File: src/rtl/coef_loader.sv
// Coefficient loader: holds an 8-word shadow register file written by the host
// and streams it into a filter's coefficient port.
// The stream is one write strobe per word, separated by idle gaps.
// When the stream completes, the filter's run level is raised.
//
// state    | meaning
// ---------+---------------------------------------------------------------
// ST_IDLE  | nothing loaded or filter stopped; all outputs low
// ST_WRITE | one-cycle coefficient write of shadow[idx]
// ST_GAP   | enabel low for GAP_CYC cycles after each write (incl. the last)
// ST_RUN   | sequence complete; start held high until stop or a new load
module coef_loader #(
  parameter int NUM_COEF = 8,
  parameter int GAP_CYC  = 2
) (
  input  logic        clk,
  input  logic        reset,
  input  logic        host_wr,
  input  logic [2:0]  host_addr,
  input  logic [31:0] host_data,
  input  logic        load_req,
  input  logic        stop,
  output logic        enabel,
  output logic [2:0]  address,
  output logic [31:0] data,
  output logic        start,
  output logic        busy,
  output logic        done
);

  typedef enum logic [1:0] {
    ST_IDLE  = 2'd0,
    ST_WRITE = 2'd1,
    ST_GAP   = 2'd2,
    ST_RUN   = 2'd3
  } state_t;

  localparam logic [2:0] LAST_IDX = 3'(NUM_COEF - 1);
  // The gap down-counter is loaded with GAP_CYC-1 and exits at terminal count 0.
  localparam logic [3:0] GAP_LOAD = (GAP_CYC > 0) ? 4'(GAP_CYC - 1) : 4'd0;

  logic [31:0] shadow [8];

  state_t      state, state_nxt;
  logic [2:0]  idx, idx_nxt;
  logic [3:0]  gap_cnt, gap_nxt;

  logic        enabel_nxt;
  logic [2:0]  address_nxt;
  logic [31:0] data_nxt;
  logic        start_nxt;
  logic        busy_nxt;
  logic        done_nxt;

  logic        wr_go;
  logic [2:0]  wr_idx;
  logic        run_go;

  // Shadow register file: host writes land at the edge in any state.
  always_ff @(posedge clk or posedge reset) begin
    if (reset) begin
      for (int i = 0; i < 8; i++) begin
        shadow[i] <= 32'h0;
      end
    end else if (host_wr) begin
      shadow[host_addr] <= host_data;
    end
  end

  // State, index, gap timer and all outputs are registered together.
  always_ff @(posedge clk or posedge reset) begin
    if (reset) begin
      state   <= ST_IDLE;
      idx     <= 3'd0;
      gap_cnt <= 4'd0;
      enabel  <= 1'b0;
      address <= 3'd0;
      data    <= 32'h0;
      start   <= 1'b0;
      busy    <= 1'b0;
      done    <= 1'b0;
    end else begin
      state   <= state_nxt;
      idx     <= idx_nxt;
      gap_cnt <= gap_nxt;
      enabel  <= enabel_nxt;
      address <= address_nxt;
      data    <= data_nxt;
      start   <= start_nxt;
      busy    <= busy_nxt;
      done    <= done_nxt;
    end
  end

  // Next-state and next-output decode; the word is captured from the shadow
  // before any same-edge host write, so a colliding write applies next time.
  always_comb begin
    state_nxt   = state;
    idx_nxt     = idx;
    gap_nxt     = gap_cnt;
    enabel_nxt  = 1'b0;
    address_nxt = address;
    data_nxt    = data;
    start_nxt   = 1'b0;
    busy_nxt    = 1'b0;
    done_nxt    = 1'b0;
    wr_go       = 1'b0;
    wr_idx      = 3'd0;
    run_go      = 1'b0;

    case (state)
      ST_IDLE: begin
        if (load_req) begin
          wr_go  = 1'b1;
          wr_idx = 3'd0;
        end
      end

      ST_WRITE: begin
        if (GAP_CYC > 0) begin
          state_nxt = ST_GAP;
          gap_nxt   = GAP_LOAD;
          busy_nxt  = 1'b1;
        end else if (idx == LAST_IDX) begin
          run_go = 1'b1;
        end else begin
          wr_go  = 1'b1;
          wr_idx = idx + 3'd1;
        end
      end

      ST_GAP: begin
        if (gap_cnt == 4'd0) begin
          if (idx == LAST_IDX) begin
            run_go = 1'b1;
          end else begin
            wr_go  = 1'b1;
            wr_idx = idx + 3'd1;
          end
        end else begin
          gap_nxt  = gap_cnt - 4'd1;
          busy_nxt = 1'b1;
        end
      end

      ST_RUN: begin
        // A new load takes priority over stop when both arrive together.
        if (load_req) begin
          wr_go  = 1'b1;
          wr_idx = 3'd0;
        end else if (stop) begin
          state_nxt   = ST_IDLE;
          address_nxt = 3'd0;
          data_nxt    = 32'h0;
        end else begin
          start_nxt = 1'b1;
        end
      end

      default: begin
        state_nxt   = ST_IDLE;
        idx_nxt     = 3'd0;
        address_nxt = 3'd0;
        data_nxt    = 32'h0;
      end
    endcase

    if (wr_go) begin
      state_nxt   = ST_WRITE;
      idx_nxt     = wr_idx;
      enabel_nxt  = 1'b1;
      address_nxt = wr_idx;
      data_nxt    = shadow[wr_idx];
      busy_nxt    = 1'b1;
    end

    if (run_go) begin
      state_nxt = ST_RUN;
      start_nxt = 1'b1;
      done_nxt  = 1'b1;
    end
  end

endmodule

File: config.mk
export PLATFORM = sky130hd
export DESIGN_NAME = coef_loader
export DESIGN_NICKNAME = d
export VERILOG_FILES = /design/src/rtl/coef_loader.sv
export SDC_FILE = /design/constraint.sdc
export NUM_CORES = 1
export LEC_CHECK = 0
export ABC_AREA = 1
export BUFFER_PORTS_ARGS = -buffer_cell sky130_fd_sc_hd__buf_2
export CAP_MARGIN = 20
export CORE_MARGIN = 2
export CORE_UTILIZATION = 26
export CTS_BUF_LIST = sky130_fd_sc_hd__clkbuf_8
export DETAILED_ROUTE_END_ITERATION = 8
export MAX_ROUTING_LAYER = met4
export PLACE_DENSITY = 0.39
export RECOVER_POWER = 50
export SYNTH_ARGS = -nofsm -noshare
export SYNTH_HDL_FRONTEND = slang
export SYNTH_SLANG_ARGS = --single-unit
File: constraint.sdc
create_clock -name clk -period 10.3 [get_ports clk]
set_input_delay 0.515 -clock clk [delete_from_list [all_inputs] [get_ports clk]]
set_output_delay 0.515 -clock clk [all_outputs]
set_load 0.02 [all_outputs]
==> flow_metrics.tcl, run 1 <==
set metrics [dict create \
    synth_top_cells_by_count "nand2_1 (379), dfrtp_1 (304), nand3_1 (232)" \
    fin_nets 1669 \
    syn_avg_cell_area_um2 8.61 \
    hold_path.class "input pin to flip-flop" \
    r2r_slack_ns 6.83 \
    yosysMostFrequentCell "nand2_1" \
    power_frac_seq_pct 40.3 \
    syn_inst 1592 \
    grt_setup_unrepaired "false" \
    setup-violations-final 0 \
    stdcell_count 2351 \
    post_cts.repair.setup_buffers 0 \
    seq_area_frac_synth_pct 55.5 \
    htreeDepth 2 \
    min-delay-start "stop" \
    rows 84 \
    critical_path_class "input pin to async pin" \
    cts_resized 0 \
    gp_congestion 0.743 \
    portBuffers 78 \
    p_sw_mw 1.59 \
    leakagePower_nw 7.29 \
    fin_crit_sh_pct 44.1 \
    final.fill_count 5654 \
    start_kind "input pin" \
    die-area_mm2 0.0546 \
    status "finished, violations left" \
    wl_per_cell_um 20.0 \
    grt_max_degree 129 \
    synth.ff_latch_count 304 \
    power.share.clock_pct 29.1 \
    cts_inserted_buffers 57 \
    grt_pass1_vias 12000 \
    drive_gt1_share_pct 11.3 \
    relSlewSlack_pct -302 \
    first_pass_iters 4 \
    antenna_found_initial 0 \
    clockBufferDepth 3 \
    cts_root_buffer "clkbuf_8" \
    cts_tree "yes" \
    swShare_pct 39.5 \
    synth_area_mm2 0.0137 \
    intPower_mw 2.43 \
    vias_per_cell 4.97 \
    dp_slack_ns 6.81 \
    synth_nets 1641 \
    post-synth-top-area-cell "dfrtp_1" \
    clkTransAtPathRegs_ns 0.06 \
    worst_pin_slew_ns 6.00 \
    synth-edff-count 0 \
    combPwrFrac_pct 30.6 \
    min_to "start" \
    crit_required_ns 10.94 \
    place_inst 2249 \
    synth_top_area_share_pct 55.5 \
    maxCapViolations 9 \
    slowest_delay_ns 3.30 \
    dr_total_vias 11700 \
    hold_buffers 0 \
    synth_area_leaders "dfrtp_1 (55%), nand2_1 (10%), nand3_1 (8.5%)" \
    worst_slack_ns 5.76 \
    p_per_area_mw_per_mm2 255 \
    dp_hpwl_um 22600 \
    synth_flop_cell "dfrtp_1" \
    synth.distinct_cells 24 \
    yosys_warnings 0 \
    irDropWorstVdd_mv 0.0966 \
    routed_wl_um 46900 \
    antenna_left 0 \
    cp_cell_sequence "buf_2, clkinvlp_2, buf_4" \
    ios 79 \
    grtUsageTotal_pct 18.1 \
    cp-end-kind "async pin" \
    core_area_mm2 0.0523 \
    total_power_mw 4.01 \
    fp.dieH_um 234 \
    r2r_end "data[15]" \
    min_path_cells 2 \
    slew_viol_final 649 \
    tns_ns 0 \
    hold_viol 0 \
    r2r_cells 10 \
    grt_overflow 0 \
    fin_crit_ns 4.54 \
    synthArstFlopShare_pct 100 \
    finClkSkew_ns 0.0263 \
    clk_latency_ns 0.67 \
    initialDrtViolationCount 910 \
    reg2reg_from "idx[0]" \
    drc_errors 0 \
    cp.arrival_ns 5.18 \
    whs_ns 0.0705 \
    cts_num_sinks 304 \
    area_growth_pct 14.8 \
    max_freq_ghz 0.220 \
    start_util_pct 26.2 \
    chipWidth_um 234 \
    worst-path-max-fanout 128 \
    violations "capacitance limit, slew limit" \
    grt_first_pass_wirelength_um 73000 \
    cp_slowest_cell "clkinvlp_2" \
]
==> registers in the layout, summed over array words and instances (netlist names) <==
| signal | flops |
|---|---|
| shadow | 256 |
| data | 32 |
| done | 1 |
| busy | 1 |
| enabel | 1 |
| address | 3 |
| start | 1 |
| gap_cnt | 4 |
| state | 2 |
| idx | 3 |
==> power groups by stage <==
| stage | registers [mW] | logic, mW | clock network, mW |
|---|---|---|---|
| global route | 1.65 | 1.37 | 1.27 |
| finish | 1.62 | 1.23 | 1.17 |
| detailed placement | 1.64 | 1.24 | 0 |
| CTS | 1.62 | 1.24 | 1.21 |
| floorplan | 1.65 | 0.791 | 0 |
| global placement | 1.63 | 1.23 | 0 |
==> per-stage QoR <==
stage	area, µm²	utilization, %
CTS	15800	30.1
global route	15700	30.1
finish	15700	30.1
global placement	14700	28.0
detailed placement	14700	28.0
floorplan	13700	-
==> critical path: cells and delay by family <==
family	cells	cell delay, ns
buffers and inverters	3	4.52
==> cell type report <==
type / instances / area (µm²) / area share (%)
clock buffers: 69 / 950 / 6.04
inverters: 56 / 211 / 1.34
multi-input cells: 1098 / 5400 / 34.3
diodes: 1 / 2.50 / 0.0159
clock inverters: 32 / 163 / 1.03
well taps: 688 / 861 / 5.47
flip-flops and latches: 304 / 7610 / 48.4
repair buffers: 103 / 544 / 3.46
==> kinds of logic (layout without fill, tap and decap cells) <==
family                     Yosys count  after routing  synth area share (%)
AOI/OAI and AO/OA                  301            301                  11.6
buffers and inverters              190            260                  5.73
other                                0              1                     0
DFF                                304            304                  55.5
xor gates and xnor gates             2              2                 0.128
adders and majority gates            9              9                 0.821
and+or+nand+nor                    786            786                  26.2
==> worst max path at each step <==
stage	startpoint	endpoint	slack, ns	cells past startpoint
6_report	reset	address[2]	5.76	3
5_1_grt	reset	start	4.77	3
4_1_cts	idx[0]	data[15]	6.80	10
3_5_place_dp	idx[0]	data[15]	6.81	10
3_3_place_gp	idx[0]	data[2]	6.85	10
2_1_floorplan	reset	address[0]	1.38	1
==> placed cells by master, fill, tap and decap left out, types with 4 or more instances in the layout <==
cell type,Yosys,final
nand2_2,0,8
a21oi_1,32,32
o22ai_1,4,4
buf_4,0,17
nand3_1,232,231
o21ai_0,231,231
nand4_1,129,129
buf_2,58,75
inv_1,53,78
dfrtp_1,304,304
o211ai_1,32,32
clkbuf_1,73,11
nor2_1,41,39
nor2_4,1,4
nand2_1,379,371
clkbuf_8,0,69
ha_1,9,8
==> layer usage <==
layer  vias to the layer above  part of all wire, %  wire [µm]  GRT usage (%)
met5                         -                    0          0              -
met4                         0                  2.4       1130           5.26
met3                        89                  4.2       1960           2.86
met2                       262                   47      21900           29.0
met1                      5770                   47      22000           23.7
li1                       5554                    -          -              -
(Power assumes the default switching activity.)
==> run 2: changes to the inputs <==
- clock period: 10.3 -> 4.2 ns (I/O delays scaled with it)
==> run 2 against run 1 <==
Against the previous run: the run still ends with capacitance limit, slew limit left; utilization grew 0.70 points; critical path depth up 2; cell count up 1.4%; flip-flop and latch count unchanged; register-to-register slack got worse by 5.4 ns; first-iteration DRC count is 17% higher; non-clock buffer count increased by 34; critical endpoint is now shadow[17].
==> flow_metrics.tcl, run 2 (synthesis results as in run 1) <==
set metrics [dict create \
    status "finished, violations left" \
    violations "capacitance limit, slew limit" \
    cp-end-kind "flip-flop" \
    drive_gt1_share_pct 9.97 \
    total_power_mw 9.88 \
    stdcell_count 2385 \
    setup-violations-final 0 \
    fin_area_mm2 0.0161 \
    cts_num_sinks 304 \
    fin_nets 1703 \
    fp.dieH_um 234 \
    cts_resized 0 \
    final_common_cell "nand2_1" \
    r2r_slack_ns 1.42 \
    grt_setup_unrepaired "false" \
    dp_hpwl_um 24200 \
    clockBufferDepth 3 \
    drc_errors 0 \
    grt_overflow 0 \
    min-delay-start "load_req" \
    first_pass_iters 5 \
    ios 79 \
    finClkSkew_ns 0.0343 \
    critical_path_class "input pin to flip-flop" \
    start_util_pct 26.2 \
    place_inst 2247 \
    start_kind "input pin" \
    reg.largest.list "shadow (256), data (32), gap_cnt (4)" \
    leakagePower_nw 7.39 \
    r2r_cells 7 \
    hold_path.class "input pin to flip-flop" \
    cp.arrival_ns 3.53 \
    worst_pin_slew_ns 3.69 \
    chipWidth_um 234 \
    routed_wl_um 47400 \
    relSlewSlack_pct -146 \
    min_to "idx[1]" \
    grt_pass1_vias 12100 \
    regMostFlops "shadow" \
    worst-path-max-fanout 64 \
    dp_slack_ns 1.39 \
    post_dp_cell_area_mm2 0.0147 \
    grt_max_degree 129 \
    fin_crit_sh_pct 75.4 \
    irDropWorstVdd_mv 0.484 \
    gp_congestion 0.726 \
    whs_ns 0.277 \
    r2r_end "data[14]" \
    fin_util_pct 30.8 \
    crit_required_ns 4.57 \
    die-area_mm2 0.0546 \
    tns_ns 0 \
    grt_first_pass_wirelength_um 74400 \
    htreeDepth 2 \
    core_area_mm2 0.0523 \
    portBuffers 78 \
    final_cell_mix "nand2_1 (377), dfrtp_1 (304), o21ai_0 (231), nand3_1 (231), nand4_1 (129)" \
    initialDrtViolationCount 1061 \
    grtUsageTotal_pct 18.4 \
    min_path_cells 6 \
    antenna_left 0 \
    cts_root_buffer "clkbuf_8" \
    post_cts.repair.setup_buffers 0 \
    largest_register_ffs 256 \
    area_growth_pct 17.4 \
    reg2reg_from "state[0]" \
    clkTransAtPathRegs_ns 0.06 \
    cts_tree "yes" \
    rows 84 \
    fin_crit_ns 3.17 \
    wl_per_cell_um 19.9 \
    antenna_found_initial 1 \
    max_freq_ghz 0.316 \
    dr_total_vias 11800 \
    vias_per_cell 4.93 \
    p_per_area_mw_per_mm2 614 \
    cts_inserted_buffers 57 \
    hold_viol 0 \
    worst_slack_ns 1.03 \
    slew_viol_final 639 \
    maxCapViolations 11 \
    clk_latency_ns 0.66 \
]
==> run 2: cell types whose count changed in the layout (fill, tap and decap cells not counted), sizes merged <==
cell / change
clkinv: -1
clkbuf: +18
buf: -16
inv: -3
diode: +1
dlygate4sd3: +35
==> run 2: final cells by class <==
| cell class | instances | area, µm² |
|---|---|---|
| Fill cell | 5639 | 36200 |
| Sequential cell | 304 | 7610 |
| Multi-Input combinational cell | 1098 | 5380 |
| Clock buffer | 72 | 991 |
| Timing Repair Buffer | 137 | 896 |
| Tap cell | 688 | 861 |
| Inverter | 56 | 211 |
| Clock inverter | 28 | 146 |
| Antenna cell | 2 | 5.00 |
==> run 2: report_power, final <==
group	internal [mW]	switching [mW]
logic	0.853	2.15
clock network	1.59	1.32
registers	3.57	0.393
==> run 2: worst max path at each step <==
stage / endpoint / start / depth (start not counted)
final: shadow[17] / host_addr[1] / 5
after detailed placement: data[8] / state[0] / 7
after global placement: data[30] / state[0] / 7
after global routing: shadow[20] / host_addr[1] / 5
after CTS: data[15] / state[0] / 7
after floorplan: address[0] / reset / 1
==> run 2: routing by layer <==
| layer | share of wire (%) | up-vias | track usage, % |
|---|---|---|---|
| met1 | 47 | 5830 | 24.0 |
| met3 | 3.9 | 80 | 3.16 |
| li1 | - | 5630 | - |
| met5 | 0 | - | - |
| met4 | 2.4 | 0 | 5.02 |
| met2 | 47 | 218 | 29.3 |
==> run 2: what timing repair did <==
action,4_1_cts,5_1_grt
setup endpoints to repair,0,0
hold endpoints to repair,272,0
hold buffers,35,0
==> run 2: critical path, stage by stage <==
cell and delay [ns]:
clkbuf_1 0.16, inv_1 0.11, nor3_4 0.15, clkbuf_1 2.61
a21oi_1 0.28
